--- src/rtl/neuron_pkg.sv ---
// Shared definitions for the spike arbitration blocks.
//
// 4-phase channel convention used on every req/ack pair:
//   1. sender raises req (and holds any data stable)
//   2. receiver raises ack once it has taken the data
//   3. sender drops req
//   4. receiver drops ack; the channel is idle again
// Neuron requests and downstream acknowledges are asynchronous to clk and
// must be synchronised before any state machine looks at them.
package neuron_pkg;

    typedef enum logic [1:0] {
        IDLE = 2'd0,
        SEND = 2'd1,
        RTZ  = 2'd2,
        REL  = 2'd3
    } arb_state_t;

    localparam int SYNC_STAGES_DEF = 2;

endpackage

--- src/rtl/spike_sync.sv ---
// Single-bit flip-flop synchroniser with asynchronous active-low clear.
//
// Ports:
//   clk   in  1  destination clock
//   rst_n in  1  asynchronous active-low clear of every stage
//   d     in  1  asynchronous input
//   q     out 1  synchronised copy, STAGES cycles behind d
module spike_sync #(
    parameter int STAGES = 2
) (
    input  logic clk,
    input  logic rst_n,
    input  logic d,
    output logic q
);

    logic [STAGES-1:0] sync_q;
    logic [STAGES-1:0] sync_d;

    always_comb begin
        sync_d = {sync_q[STAGES-2:0], d};
    end

    always_ff @(posedge clk or negedge rst_n) begin
        if (!rst_n) begin
            sync_q <= '0;
        end else begin
            sync_q <= sync_d;
        end
    end

    assign q = sync_q[STAGES-1];

endmodule

--- src/rtl/spike_rr_arbiter.sv ---
// Round-robin arbiter merging N_IN 4-phase neuron request channels into one
// address-event output channel. The index of the granted neuron is sent on
// addr_out; simultaneous spikes are serialised in rotating priority order.
//
// Ports:
//   clk       in  1       system clock, rising edge
//   rst_n     in  1       asynchronous active-low reset
//   req_in    in  N_IN    asynchronous 4-phase requests from the neurons
//   ack_in    out N_IN    acknowledges back to the neurons, one-hot or zero
//   addr_out  out ADDR_W  granted neuron index, valid while req_out=1
//   req_out   out 1       4-phase request to the downstream consumer
//   ack_out   in  1       asynchronous acknowledge from downstream
//   busy      out 1       high whenever the FSM is not IDLE
//   evt_count out CNT_W   completed transfers, wraps modulo 2^CNT_W
module spike_rr_arbiter
    import neuron_pkg::*;
#(
    parameter int N_IN        = 4,
    parameter int ADDR_W      = $clog2(N_IN),
    parameter int SYNC_STAGES = SYNC_STAGES_DEF,
    parameter int CNT_W       = 16
) (
    input  logic              clk,
    input  logic              rst_n,
    input  logic [N_IN-1:0]   req_in,
    output logic [N_IN-1:0]   ack_in,
    output logic [ADDR_W-1:0] addr_out,
    output logic              req_out,
    input  logic              ack_out,
    output logic              busy,
    output logic [CNT_W-1:0]  evt_count
);

    logic [N_IN-1:0]   req_s;
    logic              ack_s;

    arb_state_t        state_q,   state_d;
    logic [ADDR_W-1:0] ptr_q,     ptr_d;
    logic [ADDR_W-1:0] addr_q,    addr_d;
    logic              req_out_q, req_out_d;
    logic [N_IN-1:0]   ack_in_q,  ack_in_d;
    logic [CNT_W-1:0]  cnt_q,     cnt_d;

    for (genvar i = 0; i < N_IN; i++) begin : g_req_sync
        spike_sync #(.STAGES(SYNC_STAGES)) u_req_sync (
            .clk   (clk),
            .rst_n (rst_n),
            .d     (req_in[i]),
            .q     (req_s[i])
        );
    end

    spike_sync #(.STAGES(SYNC_STAGES)) u_ack_sync (
        .clk   (clk),
        .rst_n (rst_n),
        .d     (ack_out),
        .q     (ack_s)
    );

    // Rotate the request vector so the pointer position lands on bit 0,
    // take the lowest set bit, then add the pointer back modulo N_IN.
    function automatic logic [ADDR_W-1:0] rr_pick(input logic [N_IN-1:0]   req,
                                                 input logic [ADDR_W-1:0] ptr);
        logic [2*N_IN-1:0] dbl;
        logic [N_IN-1:0]   rot;
        int                enc;
        int                sum;
        dbl = {req, req};
        rot = N_IN'(dbl >> ptr);
        enc = 0;
        for (int k = N_IN - 1; k >= 0; k--) begin
            if (rot[k]) begin
                enc = k;
            end
        end
        sum = enc + int'(ptr);
        if (sum >= N_IN) begin
            sum = sum - N_IN;
        end
        return ADDR_W'(sum);
    endfunction

    always_comb begin
        state_d   = state_q;
        ptr_d     = ptr_q;
        addr_d    = addr_q;
        req_out_d = req_out_q;
        ack_in_d  = ack_in_q;
        cnt_d     = cnt_q;

        case (state_q)
            IDLE: begin
                if (|req_s) begin
                    addr_d    = rr_pick(req_s, ptr_q);
                    req_out_d = 1'b1;
                    state_d   = SEND;
                end
            end
            SEND: begin
                // Dropping req_out and raising the neuron ack on the same
                // edge keeps the two from ever being high together.
                if (ack_s) begin
                    req_out_d        = 1'b0;
                    ack_in_d         = '0;
                    ack_in_d[addr_q] = 1'b1;
                    state_d          = RTZ;
                end
            end
            RTZ: begin
                // A neuron that dropped its request early (protocol
                // violation) already has req_s low, so only ack_s gates exit.
                if (!ack_s && !req_s[addr_q]) begin
                    ack_in_d = '0;
                    cnt_d    = cnt_q + 1'b1;
                    ptr_d    = (addr_q == ADDR_W'(N_IN - 1)) ? '0 : addr_q + 1'b1;
                    state_d  = REL;
                end
            end
            REL: begin
                // Gap cycle so the neuron sees ack_in low before any new grant.
                req_out_d = 1'b0;
                ack_in_d  = '0;
                state_d   = IDLE;
            end
            default: begin
                state_d = IDLE;
            end
        endcase
    end

    always_ff @(posedge clk or negedge rst_n) begin
        if (!rst_n) begin
            state_q   <= IDLE;
            ptr_q     <= '0;
            addr_q    <= '0;
            req_out_q <= 1'b0;
            ack_in_q  <= '0;
            cnt_q     <= '0;
        end else begin
            state_q   <= state_d;
            ptr_q     <= ptr_d;
            addr_q    <= addr_d;
            req_out_q <= req_out_d;
            ack_in_q  <= ack_in_d;
            cnt_q     <= cnt_d;
        end
    end

    assign ack_in    = ack_in_q;
    assign addr_out  = addr_q;
    assign req_out   = req_out_q;
    assign busy      = (state_q != IDLE);
    assign evt_count = cnt_q;

endmodule
--- config.mk ---
export PLATFORM = sky130hd
export DESIGN_NAME = spike_rr_arbiter
export DESIGN_NICKNAME = d
export VERILOG_FILES = /design/src/rtl/neuron_pkg.sv /design/src/rtl/spike_sync.sv /design/src/rtl/spike_rr_arbiter.sv
export SDC_FILE = /design/constraint.sdc
export NUM_CORES = 1
export LEC_CHECK = 0
export CAP_MARGIN = 0
export CORE_ASPECT_RATIO = 0.6
export CORE_MARGIN = 2
export CORE_UTILIZATION = 30
export CTS_CLUSTER_SIZE = 24
export DETAILED_ROUTE_END_ITERATION = 7
export GPL_TIMING_DRIVEN = 0
export PLACE_DENSITY_LB_ADDON = 0.08
export REMOVE_ABC_BUFFERS = 1
export SLEW_MARGIN = 0
export SYNTH_ARGS = -nofsm -noshare
export SYNTH_HDL_FRONTEND = slang
export SYNTH_SLANG_ARGS = --single-unit
--- constraint.sdc ---
create_clock -name clk -period 2.16 [get_ports clk]
set_input_delay 0.216 -clock clk [delete_from_list [all_inputs] [get_ports clk]]
set_output_delay 0.216 -clock clk [all_outputs]
set_load 0.005 [all_outputs]
==> key figures <==
Power and ir drop
  • Internal cell power: between 1.5 and 2 mW
  • Combinational cell fraction of total power: 0.409
  • Total power: between 2 and 3 mW
  • P_sw: around 870 uW
  • Maximum VDD drop: 0.3512 mV
  • Switching fraction of total power: 0.3405
  • Static leakage: around 1.0 nW
  • Clock power frac: 0.185
  • Share of power burned in registers: 0.405
  • Pwr/cell area: between 1000 and 1500 mW/mm^2

Placed design
  • Gp weighted congestion: 0.7770
  • Detailed placement HPWL: 2689 um
  • PortBufs: 30
  • DP Area: 0.002258 sq mm

Synthesis
  • Synthesized cell area: between 0.0015 and 0.002 sq mm
  • Synth unique cells: 38
  • Number of synthesized flops with an enable pin: 0
  • Post-synth top area cell: dfrtp_1
  • Synth Instances: 170
  • FFs w/ async S/R, synth: 1.000
  • Register area share after synthesis: 0.4856
  • Synth Register Bits: 37
  • Leading post-synthesis cells by cell area: dfrtp_1 (49%), ha_1 (7.2%), xnor2_1 (6.9%)
  • Syn. warnings: 0
  • Synth top area share: 0.4856
  • Main synth FF type: dfrtp_1
  • Average cell area after synthesis: 11.22 sq um

Outcome
  • Outcome: complete, no violations

Setup path
  • CP arrival: around 2200 ps
  • Crit end category: register
  • Most common cell on crit path: buf_4
  • Critical path cell sequence: buf_4, buf_4, mux4_2, nor3_4, buf_12, mux2_2
  • Critical Path Max Stage Delay: 470 ps
  • WP buf/inv: 3
  • CP required: about 2300 ps
  • Kind of critical path: register to register
  • Max FO, Critical Path: 18
  • CP Launch Type: register
  • Slowest stage cell, crit path: mux4_2
  • Family with the most delay on the worst path: multiplexers

Floorplan
  • Core area: 0.006138 sq mm
  • DIE HEIGHT: 65.76 um
  • Die W: about 110 um
  • Die area: 0.007031 sq mm
  • # rows: 22
  • I/O pin cnt: 31
  • Starting Density: 0.3106

Final layout
  • Leading cell type in the layout, fill and taps excluded: dfrtp_1
  • Layout area overhead: 27.43%
  • Inserted Diodes: 0
  • Share of cells above drive strength 1: 0.1538
  • Most frequent cells in the layout: dfrtp_1 (33), clkdlybuf4s50_1 (29), xnor2_1 (15)
  • Fill count: between 600 and 700
  • Fin nets: 226
  • Post-layout instance area: 0.002430 sq mm

STA
  • Final worst path period share: 0.9583
  • Slew Limit Fails: 0
  • Post-layout min period: between 2000 and 2500 ps
  • Fmax: around 480 MHz
  • Clk_skew: between 4 and 5 ps
  • Slew margin rel.: 0.4421
  • Final Setup Violations: 0
  • Slew @ Worst Pin: ~840 ps
  • Hold Violations, Final: 0

Route
  • DRT iter0 DRCs: 24
  • WL/cell: about 13 um
  • Final wirelength: 3757 um
  • Drt first pass iters: 4
  • Routed vias/inst: approximately 4.6
  • Vias: 1,345
  • Antenna Nets Post-Route: 0
  • DRC: 0

Run
  • Max_cap viols: 0

CTS
  • Clk_lat worst skew: between 200 and 300 ps
  • CTS Sinks: 37
  • Clock Path Buffers: 2
  • CTS buffer count: 5
  • CTS H-Tree Depth: 2
  • CTS tree: done
  • CTS Hold Bufs: 0
  • Root buffer cell: clkbuf_8
  • CTS clock-pin slew for the worst setup and hold paths: about 70 ps

Global routing
  • Initial antenna violation count: 0
  • First-pass GRT wire length: between 6000 and 7000 um
  • GRT Total Usage: 0.1189
  • Vias in the first global route: 1,289
  • Gr ovfl total: 0
  • Largest net degree at the start of global routing: 38

Hold path
  • Hold Path Class: primary input to asynchronous set/reset pin
-- stage by stage --
stage               TNS (ps)  cells  hold WS (ps)  utilization  worst slack [ps]
floorplan                  0    162        -79.59            -             156.6
global placement       -2765    276         332.3       0.3687            -88.37
detailed placement     -1101    276         338.7       0.3679            -109.5
CTS                        0    284         74.31       0.3857             2.652
global route          -11.22    292         124.0       0.3958            -11.22
finish                     0    292         28.19       0.3958             90.01
-- worst register-to-register path: cells and delay by family (launching register included) --
kind / cells / cell delay (ps)
AND/OR/NAND/NOR: 1 / 230
multiplexers: 2 / 830
flip-flops: 1 / 440
buffers and inverters: 3 / 470
-- metal layers --
metal	vias to the layer above	global-route usage	share of wire
met5	-	0	0
met4	0	0.03896	0.0085
met3	4	0.03770	0.044
met2	26	0.1807	0.43
met1	644	0.1610	0.51
li1	671	-	-
-- power groups by stage --
stage               Sequential [mW]  Clock [mW]  Combinational, mW
detailed placement             1.07           0              0.967
floorplan                      1.02           0              0.614
global route                   1.08       0.532               1.19
CTS                            1.06       0.502              0.991
global placement               1.06           0              0.957
finish                         1.04       0.476               1.05
-- logic make-up after synthesis --
family / Yosys count / share of synthesized area
simple gates: 57 / 0.1798
buf+inv: 20 / 0.04921
flops: 37 / 0.4856
compound gates: 17 / 0.06693
xor+xnor: 16 / 0.07349
mux: 12 / 0.07283
fa+ha+maj: 11 / 0.07218
-- worst paths after layout --
path                                                               from                                           end  slack (ps)  cells after the start
setup / recovery           g_req_sync[1].u_req_sync.sync_q[1]$_DFF_PN0_                          ptr_q[1]$_DFFE_PN0P_          90                      6
hold / removal                                                    rst_n  g_req_sync[2].u_req_sync.sync_q[0]$_DFF_PN0_          30                      1
setup reg to reg           g_req_sync[1].u_req_sync.sync_q[1]$_DFF_PN0_                          ptr_q[1]$_DFFE_PN0P_          90                      6
hold reg to reg            g_req_sync[1].u_req_sync.sync_q[0]$_DFF_PN0_  g_req_sync[1].u_req_sync.sync_q[1]$_DFF_PN0_         350                      0
max in group asynchronous                                         rst_n                          ptr_q[1]$_DFFE_PN0P_        1550                      1
min in group clk           g_req_sync[1].u_req_sync.sync_q[0]$_DFF_PN0_  g_req_sync[1].u_req_sync.sync_q[1]$_DFF_PN0_         350                      0
-- final cells by class --
| cell class | count | area [sq um] | area share |
|---|---|---|---|
| inverter | 12 | 45.04 | 0.01854 |
| timing repair buffer | 39 | 375.4 | 0.1545 |
| multi-input combinational | 113 | 887.1 | 0.3651 |
| clock buffer | 7 | 86.33 | 0.03553 |
| sequential | 37 | 930.9 | 0.3831 |
| tap | 84 | 105.1 | 0.04325 |
-- Yosys cell counts, types with 3 or more instances --
library cell / instances
nand2_1: 10
nand3b_1: 3
clkbuf_1: 3
mux2_2: 5
nand3_1: 8
ha_1: 11
a21oi_1: 4
nor2b_1: 3
mux2i_1: 6
and4_1: 3
inv_1: 12
dfrtp_1: 37
nor2_1: 5
and3_1: 5
xnor2_1: 15
buf_2: 3
or3b_2: 3
nand4_1: 6
-- flip-flops by register name (all words and copies together) (netlist names) --
name and flops:
u_ack_sync.sync_q 2, req_out 1, evt_count 16, ack_in 4, state_q 2, ptr_q 2, g_req_sync.u_req_sync.sync_q 8, addr_out 2
-- timing repair --
| action | CTS | global route |
|---|---|---|
| gates resized for setup | 2 | 2 |
| pin swaps | 1 | 0 |
| endpoints found under the setup margin | 18 | 1 |
| cloned | 0 | 0 |
| setup buffers | 1 | 8 |
No activity file was read; power rests on OpenSTA's default activity.
